--- src/rtl/dram_addr_unmapper.sv ---
// Rebuilds per-beat linear byte addresses from DRAM row/col/bg/bank and checks that bank/bg agree with col.
// Beat 0 is valid one cycle after accept, then one beat per cycle; outputs hold while out_valid && !out_ready.
module dram_addr_unmapper #(
  parameter int LEN_W     = 4,
  parameter int ERR_CNT_W = 16,
  parameter int CHECK_EN  = 1
) (
  input  logic                 sys_clk,
  input  logic                 sys_rst,
  input  logic                 in_valid,
  output logic                 in_ready,
  input  logic [15:0]          in_row,
  input  logic [9:0]           in_col,
  input  logic [1:0]           in_bg,
  input  logic [1:0]           in_bank,
  input  logic [LEN_W-1:0]     in_len,
  output logic                 out_valid,
  input  logic                 out_ready,
  output logic [31:0]          out_addr,
  output logic                 out_last,
  output logic                 out_err,
  output logic [ERR_CNT_W-1:0] err_count
);

  typedef enum logic {IDLE, BURST} state_e;

  state_e               state_q, state_d;
  logic [LEN_W-1:0]     rem_q, rem_d;
  logic                 out_valid_q, out_valid_d;
  logic [31:0]          out_addr_q, out_addr_d;
  logic                 out_last_q, out_last_d;
  logic                 out_err_q, out_err_d;
  logic [ERR_CNT_W-1:0] err_count_q, err_count_d;

  logic        out_free;
  logic        accept;
  logic        in_err;
  logic [31:0] in_addr;
  logic [31:0] next_addr;

  assign out_free = !out_valid_q || out_ready;
  assign in_ready = (state_q == IDLE) && out_free;
  assign accept   = in_valid && in_ready;

  // col owns addr[14:5]; bank and bg[0] are redundant copies of col[8:7] and col[9].
  assign in_addr   = {3'b000, in_row[12:0], in_bg[1], in_col, in_row[15:13], 2'b00};
  assign in_err    = (in_bank != in_col[8:7]) || (in_bg[0] != in_col[9]);
  assign next_addr = {out_addr_q[31:15], out_addr_q[14:5] + 10'd1, out_addr_q[4:0]};

  always_comb begin
    state_d     = state_q;
    rem_d       = rem_q;
    out_valid_d = out_valid_q;
    out_addr_d  = out_addr_q;
    out_last_d  = out_last_q;
    out_err_d   = out_err_q;
    err_count_d = err_count_q;

    if (out_valid_q && out_ready) begin
      out_valid_d = 1'b0;
    end

    case (state_q)
      IDLE: begin
        if (accept) begin
          out_valid_d = 1'b1;
          out_addr_d  = in_addr;
          out_last_d  = (in_len == '0);
          out_err_d   = (CHECK_EN != 0) && in_err;
          if ((CHECK_EN != 0) && in_err && (err_count_q != {ERR_CNT_W{1'b1}})) begin
            err_count_d = err_count_q + 1'b1;
          end
          if (in_len != '0) begin
            state_d = BURST;
            rem_d   = in_len;
          end
        end
      end
      BURST: begin
        if (out_free) begin
          out_valid_d = 1'b1;
          out_addr_d  = next_addr;
          rem_d       = rem_q - 1'b1;
          out_last_d  = (rem_q == LEN_W'(1));
          if (rem_q == LEN_W'(1)) begin
            state_d = IDLE;
          end
        end
      end
      default: state_d = IDLE;
    endcase
  end

  always_ff @(posedge sys_clk) begin
    if (sys_rst) begin
      state_q     <= IDLE;
      rem_q       <= '0;
      out_valid_q <= 1'b0;
      out_addr_q  <= '0;
      out_last_q  <= 1'b0;
      out_err_q   <= 1'b0;
      err_count_q <= '0;
    end else begin
      state_q     <= state_d;
      rem_q       <= rem_d;
      out_valid_q <= out_valid_d;
      out_addr_q  <= out_addr_d;
      out_last_q  <= out_last_d;
      out_err_q   <= out_err_d;
      err_count_q <= err_count_d;
    end
  end

  assign out_valid = out_valid_q;
  assign out_addr  = out_addr_q;
  assign out_last  = out_last_q;
  assign out_err   = out_err_q;
  assign err_count = err_count_q;

endmodule

--- config.mk ---
export PLATFORM = sky130hd
export DESIGN_NAME = dram_addr_unmapper
export DESIGN_NICKNAME = d
export VERILOG_FILES = /design/src/rtl/dram_addr_unmapper.sv
export SDC_FILE = /design/constraint.sdc
export NUM_CORES = 1
export LEC_CHECK = 0
export CORE_UTILIZATION = 45
export CTS_CLUSTER_DIAMETER = 150
export DETAILED_ROUTE_END_ITERATION = 16
export GPL_ROUTABILITY_DRIVEN = 0
export MAX_ROUTING_LAYER = met4
export PLACE_DENSITY = 0.81
export SLEW_MARGIN = 15
export SYNTH_ARGS = -nofsm -noshare
export SYNTH_HDL_FRONTEND = slang
export SYNTH_SLANG_ARGS = --single-unit
--- constraint.sdc ---
create_clock -name sys_clk -period 3.6 [get_ports sys_clk]
set_input_delay 0.72 -clock sys_clk [delete_from_list [all_inputs] [get_ports sys_clk]]
set_output_delay 0.72 -clock sys_clk [all_outputs]
set_load 0.02 [all_outputs]
==> flow_summary.yaml <==
run_status:
  status: "complete, but fails checks"
  violations: "design-rule violations"
floorplanning:
  die_x_microns: 77.3
  die_area_sq_um: 5970
  core_area_sq_um: 5470
  rows: 27
  initial_core_util_pct: 46.6
  io_pins: 90
  die_h_microns: 77.3
route:
  postRouteAntennaNets: 0
  wirelength_mm: 6.40
  drt_iter0_drc: 143
  drt_pass1_iterations: 10
  drc: 2
  vias: 2545
  avgViaCountPerCell: 5.46
  detail_route.wl_per_cell_microns: 13.7
run:
  maxCapViolations: 0
cts:
  cts-root-buf: "clkbuf_8"
  worstSkewPairLatency_ns: 0.29
  cts_buffers: 5
  clk_pin_slew_worst_paths_ns: 0.09
  cts_setup_buffers: 0
  cts.path.max_buffers: 2
  ctsResizeCount: 0
  hold_buffers: 0
  cts_tree: "built"
  h-tree-depth: 2
  clock-sinks: 51
synth:
  yosys.area.top_type: "dfxtp_1"
  yosysUniqueCellTypes: 53
  async_flop_share_pct: 0
  synth.area.top_cells: "dfxtp_1, nand2_1, a21oi_1, nor2_1, nand3_1"
  syn_area_sq_um: 2550
  ys_seq_area_share_pct: 40.1
  syn_inst: 315
  synthFlopType: "dfxtp_1"
  synth_top_area_share_pct: 40.1
  avgSynthCellArea_sq_um: 8.09
  ys_ff_latch: 51
  yosys_warnings: 0
  synth-edff-count: 0
worst_setup_path:
  slowest_stage: "clkdlybuf4s50_1"
  timing.rr.start: "state_q$_SDFF_PP0_"
  end_kind: "output port"
  cp_cell_sequence: "clkdlybuf4s50_1, nor2b_1, nor2_1, clkdlybuf4s50_1"
  cp_common_cell: "clkdlybuf4s50_1"
  cp_slowest_stage_delay_ns: 0.54
  r2r_cells: 5
  crit_required_ns: 2.88
  rr_endpoint: "err_count[7]$_SDFFE_PP0P_"
  crit_type: "in -> out"
  arrival_ns: 1.99
  path_max_fanout: 4
  start_kind: "input port"
  r2r_setup_slack_ns: 1.52
pwr:
  power_mw: 1.33
  p_leak_nw: 1.31
  vdd_drop_max_v: 0.000226
  cellPowerDensity_nw_per_um2: 375
sta:
  hold_ws_ns: 0.456
  min_period_over_period_pct: 75.2
  maxSlewViolCount: 0
  hold_viol: 0
  worstMarginPinSlew_ns: 0.708
  rsz0062_at_grt: "false"
  max_freq_ghz: 0.369
  setup_violations: 0
  final.setup.tns_ns: 0
  final.setup_skew_ns: 0.00543
  period_needed_ns: 2.71
  max_slew_margin_pct: 52.3
placed_design:
  dp_hpwl_mm: 4.58
  port_buffers: 84
  placed_cell_area_sq_um: 3420
global_routing:
  grt_max_degree: 43
  grt_usage_pct: 22.0
  grt_pass1_vias: 2321
  grt_pass1_wl_mm: 10.5
  antenna_found_initial: 0
  grt_overflow: 0
finish:
  drive_gt1_share_pct: 6.09
  diodes: 0
  design_area_sq_um: 3530
  area_delta_synth_final_pct: 38.7
  layout.nets: 435
min_path:
  holdPathEnd: "out_addr[18]$_SDFFE_PP0P_"
  hold_class: "reg -> reg"
  min_path_cells: 2
  hold_start: "out_addr[18]$_SDFFE_PP0P_"
-- kinds of logic after synthesis --
group                      synth area share, %
buffers and inverters                     5.35
and+or+nand+nor                           29.3
adders and majority gates                 1.96
DFF                                       40.1
xor gates and xnor gates                  2.75
other                                    0.147
AOI/OAI and AO/OA                         16.9
muxes                                     3.58
-- cell usage in the layout, fill, tap and decap left out, types with 3 or more instances in the layout --
cell / Yosys / routed
o31a_1: 3 / 3
a211oi_1: 3 / 3
clkbuf_8: 0 / 6
mux2_1: 4 / 4
and3_1: 6 / 6
a22oi_1: 4 / 4
nor2_1: 36 / 36
a221oi_1: 3 / 3
inv_1: 8 / 8
o21ai_0: 11 / 11
a31oi_1: 5 / 5
nand2_1: 46 / 46
dfxtp_1: 51 / 51
conb_1: 1 / 5
nand4_1: 5 / 5
nor3_1: 8 / 8
a21oi_1: 29 / 29
clkdlybuf4s50_1: 0 / 83
xnor2_1: 6 / 6
nand3_1: 11 / 11
ha_1: 4 / 4
nor4_1: 3 / 3
buf_4: 6 / 4
nor2b_1: 8 / 8
-- cell usage after synthesis, types with 6 or more instances --
cell type,number
and3_1,6
xnor2_1,6
dfxtp_1,51
inv_1,8
a21oi_1,29
nor2b_1,8
clkbuf_1,9
o21ai_0,11
nor3_1,8
buf_4,6
nor2_1,36
nand3_1,11
nand2_1,46
-- report_power, final --
part,internal [mW],switching (mW)
Combinational,0.139,0.155
Sequential,0.598,0.0324
Clock,0.225,0.177
Total,0.963,0.365
-- stage by stage --
step,cells,worst slack [ns],utilization (%)
finish,466,0.891,64.6
global route,466,0.823,64.6
CTS,466,0.886,64.6
detailed placement,458,0.781,62.4
global placement,458,0.822,62.4
floorplan,319,1.52,-
-- worst max-delay path by stage --
| stage | start | to | slack, ns | cells after the start |
|---|---|---|---|---|
| final | out_ready | in_ready | 0.89 | 4 |
| after global routing | out_ready | in_ready | 0.82 | 4 |
| after CTS | out_ready | in_ready | 0.89 | 4 |
| after detailed placement | out_ready | err_count[7]$_SDFFE_PP0P_ | 0.78 | 6 |
| after global placement | out_ready | err_count[7]$_SDFFE_PP0P_ | 0.82 | 6 |
| after floorplan | out_ready | err_count[7]$_SDFFE_PP0P_ | 1.52 | 6 |
-- routing by layer --
metal / up-vias / part of all wire [%] / track usage, %
li1: 1269 / - / -
met1: 1162 / 44 / 27.8
met4: 0 / 1.3 / 6.79
met3: 10 / 6.5 / 3.21
met2: 104 / 48 / 35.9
met5: - / 0 / -
-- cell type report --
type / count / area [sq um]
Fill cell: 490 / 1940
Multi-Input combinational cell: 238 / 1410
Sequential cell: 51 / 1020
Timing Repair Buffer: 88 / 866
Tap cell: 72 / 90.1
Clock buffer: 6 / 82.6
Clock inverter: 2 / 35.0
Inverter: 9 / 33.8
-- state kept, by name (all words and copies together) (netlist names) --
register	count
out_valid	1
out_last	1
out_err	1
out_addr	27
state_q	1
err_count	16
rem_q	4
-- worst max-delay path, delay by kind of cell --
family	cells	cell delay, ns
buffers and inverters	2	0.96
AND/OR/NAND/NOR	2	0.31
Power figures use the tool's default switching activity.
